File: src/rtl/phys_free_list.sv
// Physical register free list with retirement RAT.
// Free registers live in a 32-entry circular list. The region [commit_ptr, alloc_ptr)
// holds speculative allocations, so a flush rewinds alloc_ptr to commit_ptr to re-issue
// them in their original order. free_count is authoritative; pointers never imply full/empty.
module phys_free_list #(
  parameter int unsigned NUM_ARCH_REGS = 32,
  parameter int unsigned NUM_PHYS_REGS = 64
) (
  input  logic       CLK,
  input  logic       RESET,
  input  logic       alloc_req,
  output logic       alloc_valid,
  output logic [5:0] alloc_preg,
  input  logic       commit_valid,
  input  logic [4:0] commit_arch,
  input  logic [5:0] commit_preg,
  input  logic       flush,
  input  logic [4:0] rrat_rd_arch,
  output logic [5:0] rrat_rd_preg,
  output logic [5:0] free_count,
  output logic       proto_err
);

  localparam int unsigned FreeDepth = NUM_PHYS_REGS - NUM_ARCH_REGS;
  localparam logic [5:0]  FreeFull  = 6'(FreeDepth);

  logic [5:0] list_q [32];
  logic [5:0] list_d [32];
  logic [5:0] rrat_q [32];
  logic [5:0] rrat_d [32];
  logic [4:0] alloc_ptr_q, alloc_ptr_d;
  logic [4:0] commit_ptr_q, commit_ptr_d;
  logic [4:0] release_ptr_q, release_ptr_d;
  logic [5:0] free_count_q, free_count_d;
  logic [5:0] inflight_q, inflight_d;
  logic       proto_err_q, proto_err_d;

  logic alloc_fire;
  logic commit_fire;
  logic commit_bad;

  // Event decode; commits to $zero are dropped before anything else looks at them.
  always_comb begin
    alloc_fire  = alloc_req && (free_count_q != 6'd0) && !flush;
    commit_fire = commit_valid && (commit_arch != 5'd0) && (inflight_q != 6'd0);
    commit_bad  = commit_valid && (commit_arch != 5'd0) && (inflight_q == 6'd0);
  end

  // Next-state: commit is applied first so a same-cycle flush rewinds to the post-commit point.
  always_comb begin
    list_d        = list_q;
    rrat_d        = rrat_q;
    alloc_ptr_d   = alloc_ptr_q;
    commit_ptr_d  = commit_ptr_q;
    release_ptr_d = release_ptr_q;
    free_count_d  = free_count_q;
    inflight_d    = inflight_q;
    proto_err_d   = proto_err_q || commit_bad;

    if (commit_fire) begin
      // The old architectural mapping becomes free; the new one becomes architectural.
      list_d[release_ptr_q] = rrat_q[commit_arch];
      rrat_d[commit_arch]   = commit_preg;
      release_ptr_d         = release_ptr_q + 5'd1;
      commit_ptr_d          = commit_ptr_q + 5'd1;
    end

    if (alloc_fire) begin
      alloc_ptr_d = alloc_ptr_q + 5'd1;
    end

    case ({alloc_fire, commit_fire})
      2'b10: begin
        free_count_d = free_count_q - 6'd1;
        inflight_d   = inflight_q + 6'd1;
      end
      2'b01: begin
        free_count_d = free_count_q + 6'd1;
        inflight_d   = inflight_q - 6'd1;
      end
      default: ;
    endcase

    if (flush) begin
      alloc_ptr_d  = commit_ptr_d;
      free_count_d = FreeFull;
      inflight_d   = 6'd0;
    end
  end

  // State register; reset overrides every other input.
  always_ff @(posedge CLK) begin
    if (RESET) begin
      for (int i = 0; i < 32; i++) begin
        rrat_q[i] <= 6'(i);
        list_q[i] <= 6'(32 + i);
      end
      alloc_ptr_q   <= 5'd0;
      commit_ptr_q  <= 5'd0;
      release_ptr_q <= 5'd0;
      free_count_q  <= FreeFull;
      inflight_q    <= 6'd0;
      proto_err_q   <= 1'b0;
    end else begin
      list_q        <= list_d;
      rrat_q        <= rrat_d;
      alloc_ptr_q   <= alloc_ptr_d;
      commit_ptr_q  <= commit_ptr_d;
      release_ptr_q <= release_ptr_d;
      free_count_q  <= free_count_d;
      inflight_q    <= inflight_d;
      proto_err_q   <= proto_err_d;
    end
  end

  // Outputs read registered state only, so releases and RRAT writes show up next cycle.
  always_comb begin
    alloc_valid  = (free_count_q != 6'd0);
    alloc_preg   = list_q[alloc_ptr_q];
    rrat_rd_preg = rrat_q[rrat_rd_arch];
    free_count   = free_count_q;
    proto_err    = proto_err_q;
  end

endmodule
File: config.mk
export PLATFORM = sky130hd
export DESIGN_NAME = phys_free_list
export DESIGN_NICKNAME = d
export VERILOG_FILES = /design/src/rtl/phys_free_list.sv
export SDC_FILE = /design/constraint.sdc
export NUM_CORES = 1
export LEC_CHECK = 0
export ABC_AREA = 1
export CAP_MARGIN = 20
export CELL_PAD_IN_SITES_DETAIL_PLACEMENT = 2
export CELL_PAD_IN_SITES_GLOBAL_PLACEMENT = 2
export CORE_UTILIZATION = 37
export CTS_CLUSTER_DIAMETER = 50
export DETAILED_ROUTE_END_ITERATION = 10
export PLACE_DENSITY_LB_ADDON = 0.1
export SLEW_MARGIN = 15
export SYNTH_ARGS = -nofsm -noshare
export SYNTH_HDL_FRONTEND = slang
export SYNTH_SLANG_ARGS = --single-unit
File: constraint.sdc
create_clock -name CLK -period 8.25 [get_ports CLK]
set_input_delay 1.2375 -clock CLK [delete_from_list [all_inputs] [get_ports CLK]]
set_output_delay 1.2375 -clock CLK [all_outputs]
set_load 0.01 [all_outputs]
==> results.yml, run 1 <==
synthesis:
  synthArstFlopShare: 0
  ys_types: 38
  yosysMostFrequentCell: "nand2_1"
  avgSynthCellArea_sq_um: 6.121
  syn_nets: 3647
  synth_top_cells_by_count: "nand2_1 (1316), dfxtp_1 (412), nor2_1 (398), nand3_1 (396), a21oi_1 (258)"
  netlist_instances: 3609
  synth_area_sq_um: 22090
  ys_ff_latch: 412
  ys_dominant_reg_cell: "dfxtp_1"
  yosysTopAreaCell: "dfxtp_1"
  synth_top_area_share: 0.3734
  synth-seq-area-share: 0.3734
  synth.area.top_cells: "dfxtp_1 (37%), nand2_1 (22%), nand3_1 (9.0%)"
  ys.warnings.count: 0
  synth_edf_count: 0
worst_setup_path:
  crit_family: "buffers and inverters"
  r2r_slack_ns: 5.04
  r2r_cells: 15
  path_class: "in -> out"
  cp.arrival_ns: 4.25
  crit_path_top_delay_cell: "clkdlybuf4s50_1"
  cpPeakStageDelay_ns: 0.60
  crit_path_max_fanout: 60
  required_ns: 7.01
  path_cells: "buf_4, inv_2, buf_4, nand2_1, nand3_1, nand3_1, a21oi_1, nor2_1, a21oi_1, clkdlybuf4s50_1"
  critPathCaptureType: "output port"
  crit-reg2reg-launch: "free_count[5]"
  worst-path-buf-inv: 4
  start_kind: "input port"
  rr_endpoint: "free_count[5]"
worst_hold_path:
  min-delay-start: "rrat_q[187]"
  hold_class: "reg -> reg"
  holdPathStages: 2
  worst_hold_path.endpoint: "rrat_q[187]"
finish:
  syn2layout_area_growth_pct: 13.27
  fin_nets: 3581
  drive_above_1_share: 0.06490
  fin_area_sq_um: 25020
  diodes: 0
pwr:
  pwr-share-clk: 0.493
  p_switching_uw: 1676
  sequentialPowerShare: 0.366
  pwr-share-comb: 0.141
  ir_drop_v: 0.0001771
  internal_power_uw: 3944
  p_leak_uw: 0.01127
  power_density_nw_per_um2: 224.6
  swShare: 0.2983
global_routing:
  grt_start_max_net_pins: 117
  grt_pass1_wl_mm: 153.7
  first_global_vias: 26340
  grt_use_total: 0.3262
  antenna_found_initial: 0
  grt_overflow: 0
clock_network:
  clk_pin_slew_ns: 0.06
  cts_setup_buffers: 0
  holdBufCountCts: 0
  cts_resized: 0
  clock-sinks: 412
  clk_latency_ns: 0.65
  cts.path.max_buffers: 3
  cts_root_buf: "clkbuf_16"
  cts_tree: "yes"
  htreeDepth: 2
  cts-buffers-inserted: 60
route:
  drt_iter0_drc: 1234
  viasPerCell: 5.551
  routedWlPerCell_microns: 22.65
  drc: 0
  final_antenna_net_count: 0
  vias: 24220
  first_pass_iters: 7
  drt-total-wl_mm: 98.81
timing:
  holdWs_ns: 0.4568
  worst_pin_slew_ns: 1.149
  period_minus_slack_ns: 5.489
  setup_viol: 0
  drv_slew: 0
  rsz0062_at_grt: "no"
  fin_crit_sh: 0.6653
  fmax_mhz: 182.2
  setup_tns_ns: 0
  hold_viol: 0
  finClkSkew_ns: 0.01537
  relSlewSlack: 0.2331
die:
  pin_count: 41
  row_count: 89
  fp.dieW_microns: 246.3
  dieHeight_microns: 246.3
  core_area_sq_um: 59020
  initial_utilization: 0.3743
  die_area_sq_um: 60680
outcome:
  outcome: "complete, no violations"
placement:
  placed_area_sq_um: 22830
  port_buffers: 40
  hpwl_mm: 65.54
  finalWeightedCongestion: 0.8594
run:
  maxCapViolCount: 0
routing by layer:
| metal | vias up | wire length, microns | global-route usage |
|---|---|---|---|
| li1 | 11300 | - | - |
| met1 | 12210 | 41720 | 0.3858 |
| met2 | 474 | 49180 | 0.5863 |
| met3 | 228 | 3209 | 0.03442 |
| met4 | 0 | 4697 | 0.1529 |
| met5 | - | 0 | 0 |
cell usage in the layout (no fill, tap or decap), drive strengths merged, types with 7 or more instances in the layout:
cell type,Yosys,routed
a21oi,259,259
buf,78,40
nor2,425,425
clkbuf,125,82
nor3,11,11
nand3,397,397
ha,15,15
nand4,7,7
clkinv,8,16
inv,270,277
bufinv,0,9
o21ai,220,220
nand2,1335,1335
clkdlybuf4s50,0,35
xor2,7,7
dfxtp,412,412
o211ai,24,24
cells by family after synthesis:
family / synth area share
AOI/OAI and AO/OA: 0.1188
xor gates and xnor gates: 0.004361
adders and majority gates: 0.01031
buffers and inverters: 0.08774
DFF: 0.3734
and+or+nand+nor: 0.4054
sequential cells by signal, indices dropped and copies added, names as in the netlist:
register / flops
rrat_q: 192
alloc_ptr_q: 5
free_count: 6
inflight_q: 6
list_q: 192
proto_err: 1
commit_ptr_q: 5
release_ptr_q: 5
per-stage QoR:
step / worst slack (ns) / util / instances / total power, uW
2_1_floorplan: 4.417 / - / 3609 / 2571
3_3_place_gp: 2.881 / 0.3862 / 4250 / 2838
3_5_place_dp: 2.828 / 0.3868 / 4252 / 2878
4_1_cts: 2.803 / 0.4230 / 4361 / 5658
5_1_grt: 2.586 / 0.4240 / 4363 / 5815
6_report: 2.761 / 0.4240 / 4363 / 5620
final cells by class:
type / count / area, sq um
Sequential cell: 412 / 8253
Fill cell: 7291 / 34000
Multi-Input combinational cell: 2716 / 11910
Tap cell: 773 / 967.2
Timing Repair Buffer: 75 / 704.4
Inverter: 278 / 1047
Clock inverter: 27 / 456.7
Clock buffer: 82 / 1684
power by group through the flow:
stage / sequential [uW] / combinational [uW] / clock (uW)
2_1_floorplan: 2080 / 491 / 0
3_3_place_gp: 2100 / 740 / 0
3_5_place_dp: 2100 / 777 / 0
4_1_cts: 2060 / 789 / 2810
5_1_grt: 2060 / 857 / 2900
6_report: 2060 / 794 / 2770
how the worst max path moves through the flow:
stage / from / end / cells after the start
final: rrat_rd_arch[0] / rrat_rd_preg[4] / 10
after global routing: rrat_rd_arch[0] / rrat_rd_preg[3] / 10
after CTS: rrat_rd_arch[0] / rrat_rd_preg[4] / 10
after detailed placement: rrat_rd_arch[0] / rrat_rd_preg[4] / 10
after global placement: rrat_rd_arch[0] / rrat_rd_preg[2] / 10
after floorplan: rrat_rd_arch[0] / rrat_rd_preg[4] / 10
tightest hold or removal path: stages (launching register included):
cell	delay, ns
dfxtp_1	0.31
inv_1	0.07
nor2_1	0.04
No activity file was read; power rests on OpenSTA's default activity.
==> inputs of run 2 (changes only) <==
CORE_UTILIZATION = 34   (was 37)
clock period = 5.64 ns   (was 8.25 ns; I/O delays follow)
==> results.yml, run 2 (same netlist as run 1, synthesis figures left out) <==
timing:
  setup_tns_ns: 0
  worst_pin_slew_ns: 1.069
  period_minus_slack_ns: 4.445
  finClkSkew_ns: 0.01843
  fmax_mhz: 225.0
  fin_crit_sh: 0.7881
  setup_viol: 0
  rsz0062_at_grt: "no"
  drv_slew: 0
  relSlewSlack: 0.2860
  hold_viol: 0
placement:
  finalWeightedCongestion: 0.8312
  port_buffers: 40
  hpwl_mm: 66.08
global_routing:
  antenna_found_initial: 1
  grt_use_total: 0.2999
  met1_usage: 0.3541
  first_global_vias: 26670
  use_met3: 0.03517
  use_met2: 0.5477
  grt_busiest_layer: "met2"
  grt_pass1_wl_mm: 154.4
  grt_start_max_net_pins: 156
  grt_overflow: 0
route:
  drc: 0
  routedWlPerCell_microns: 22.22
  drt-total-wl_mm: 99.36
  viasPerCell: 5.420
  first_pass_iters: 5
  final_antenna_net_count: 0
  vias: 24240
  drt_iter0_drc: 1255
finish:
  final_common_cell: "nand2_1"
  diodes: 0
  layout_common_cells: "nand2_1 (1316), dfxtp_1 (410), nor2_1 (398)"
  drive_above_1_share: 0.07216
  syn2layout_area_growth_pct: 15.11
  fin_nets: 3601
  largest_registers: "list_q x192, rrat_q x192"
worst_setup_path:
  r2r_slack_ns: 2.64
  start_kind: "flop"
  r2r_cells: 15
  path_class: "reg -> out"
  rr_endpoint: "free_count[5]"
  cp.arrival_ns: 3.60
  critPathCaptureType: "output port"
  crit_path_max_fanout: 17
  required_ns: 4.79
  crit-reg2reg-launch: "free_count[1]"
die:
  initial_utilization: 0.3433
  fp.dieW_microns: 256.9
  row_count: 93
  die_area_sq_um: 65990
  pin_count: 41
  dieHeight_microns: 256.9
  core_area_sq_um: 64350
pwr:
  ir_drop_v: 0.0002039
  power_density_nw_per_um2: 338.7
  p_leak_uw: 0.01144
  pwr-share-clk: 0.513
  p_switching_uw: 2564
  internal_power_uw: 6047
  swShare: 0.2978
  sequentialPowerShare: 0.350
  pwr-share-comb: 0.137
  p_total_uw: 8612
clock_network:
  cts_resized: 0
  htreeDepth: 3
  cts_tree: "yes"
  clock-sinks: 412
  clk_pin_slew_ns: 0.06
  clk_latency_ns: 0.61
  cts.path.max_buffers: 3
  cts_setup_buffers: 0
  holdBufCountCts: 0
  cts-buffers-inserted: 68
  cts_root_buf: "clkbuf_16"
worst_hold_path:
  holdPathStages: 2
  min-delay-start: "rrat_q[186]"
  hold_class: "reg -> reg"
  worst_hold_path.endpoint: "rrat_q[186]"
outcome:
  outcome: "complete, no violations"
run:
  maxCapViolCount: 0
-- run 2: power groups by stage --
stage          Sequential, uW  Clock [uW]  Combinational, uW
2_1_floorplan            3040           0                718
3_3_place_gp             3070           0               1130
3_5_place_dp             3070           0               1170
4_1_cts                  3010        4510               1180
5_1_grt                  3010        4610               1280
6_report                 3010        4420               1180
-- run 2: critical path, cell delays in order, from the launching register on --
cell and delay [ns]:
dfxtp_1 0.94, inv_1 0.60, o211ai_1 0.29, nand3_1 0.22, nand2_1 0.21, nand2_1 0.09, inv_1 0.08, clkdlybuf4s50_1 0.54
-- run 2: area by class of cell --
cell class | instances | area [sq um]
clock buffer | 88 | 1901
clock inverter | 36 | 478.0
fill | 7916 | 38920
inverter | 278 | 1050
multi-input combinational | 2716 | 11900
sequential | 412 | 8253
tap | 855 | 1070
timing repair buffer | 87 | 772.0
-- run 2: worst max path at each step --
stage / cells after the start / to / startpoint / slack [ns]
global placement: 9 / rrat_rd_preg[2] / rrat_rd_arch[0] / 1.30
finish: 7 / alloc_preg[5] / alloc_ptr_q[2] / 1.20
global route: 9 / rrat_rd_preg[2] / rrat_rd_arch[0] / 1.07
CTS: 7 / alloc_preg[5] / alloc_ptr_q[2] / 1.15
floorplan: 15 / inflight_q[3] / commit_arch[1] / 2.50
detailed placement: 9 / rrat_rd_preg[2] / rrat_rd_arch[0] / 1.24
-- run 2: metal layers --
| metal | wire length, microns | vias to the layer above |
|---|---|---|
| li1 | - | 11360 |
| met1 | 42110 | 12260 |
| met2 | 50420 | 400 |
| met3 | 2840 | 212 |
| met4 | 3982 | 2 |
| met5 | 11 | - |
-- run 2: metrics by stage --
| step | cell area [sq um] | setup slack (ns) | std cells | hold WS (ns) | util |
|---|---|---|---|---|---|
| floorplan | 22090 | 2.499 | 3609 | 0.4191 | - |
| global placement | 23020 | 1.301 | 4347 | 0.4342 | 0.3578 |
| detailed placement | 23020 | 1.239 | 4347 | 0.4395 | 0.3578 |
| CTS | 25400 | 1.149 | 4471 | 0.4488 | 0.3947 |
| global route | 25430 | 1.067 | 4472 | 0.4731 | 0.3951 |
| finish | 25430 | 1.195 | 4472 | 0.4478 | 0.3951 |
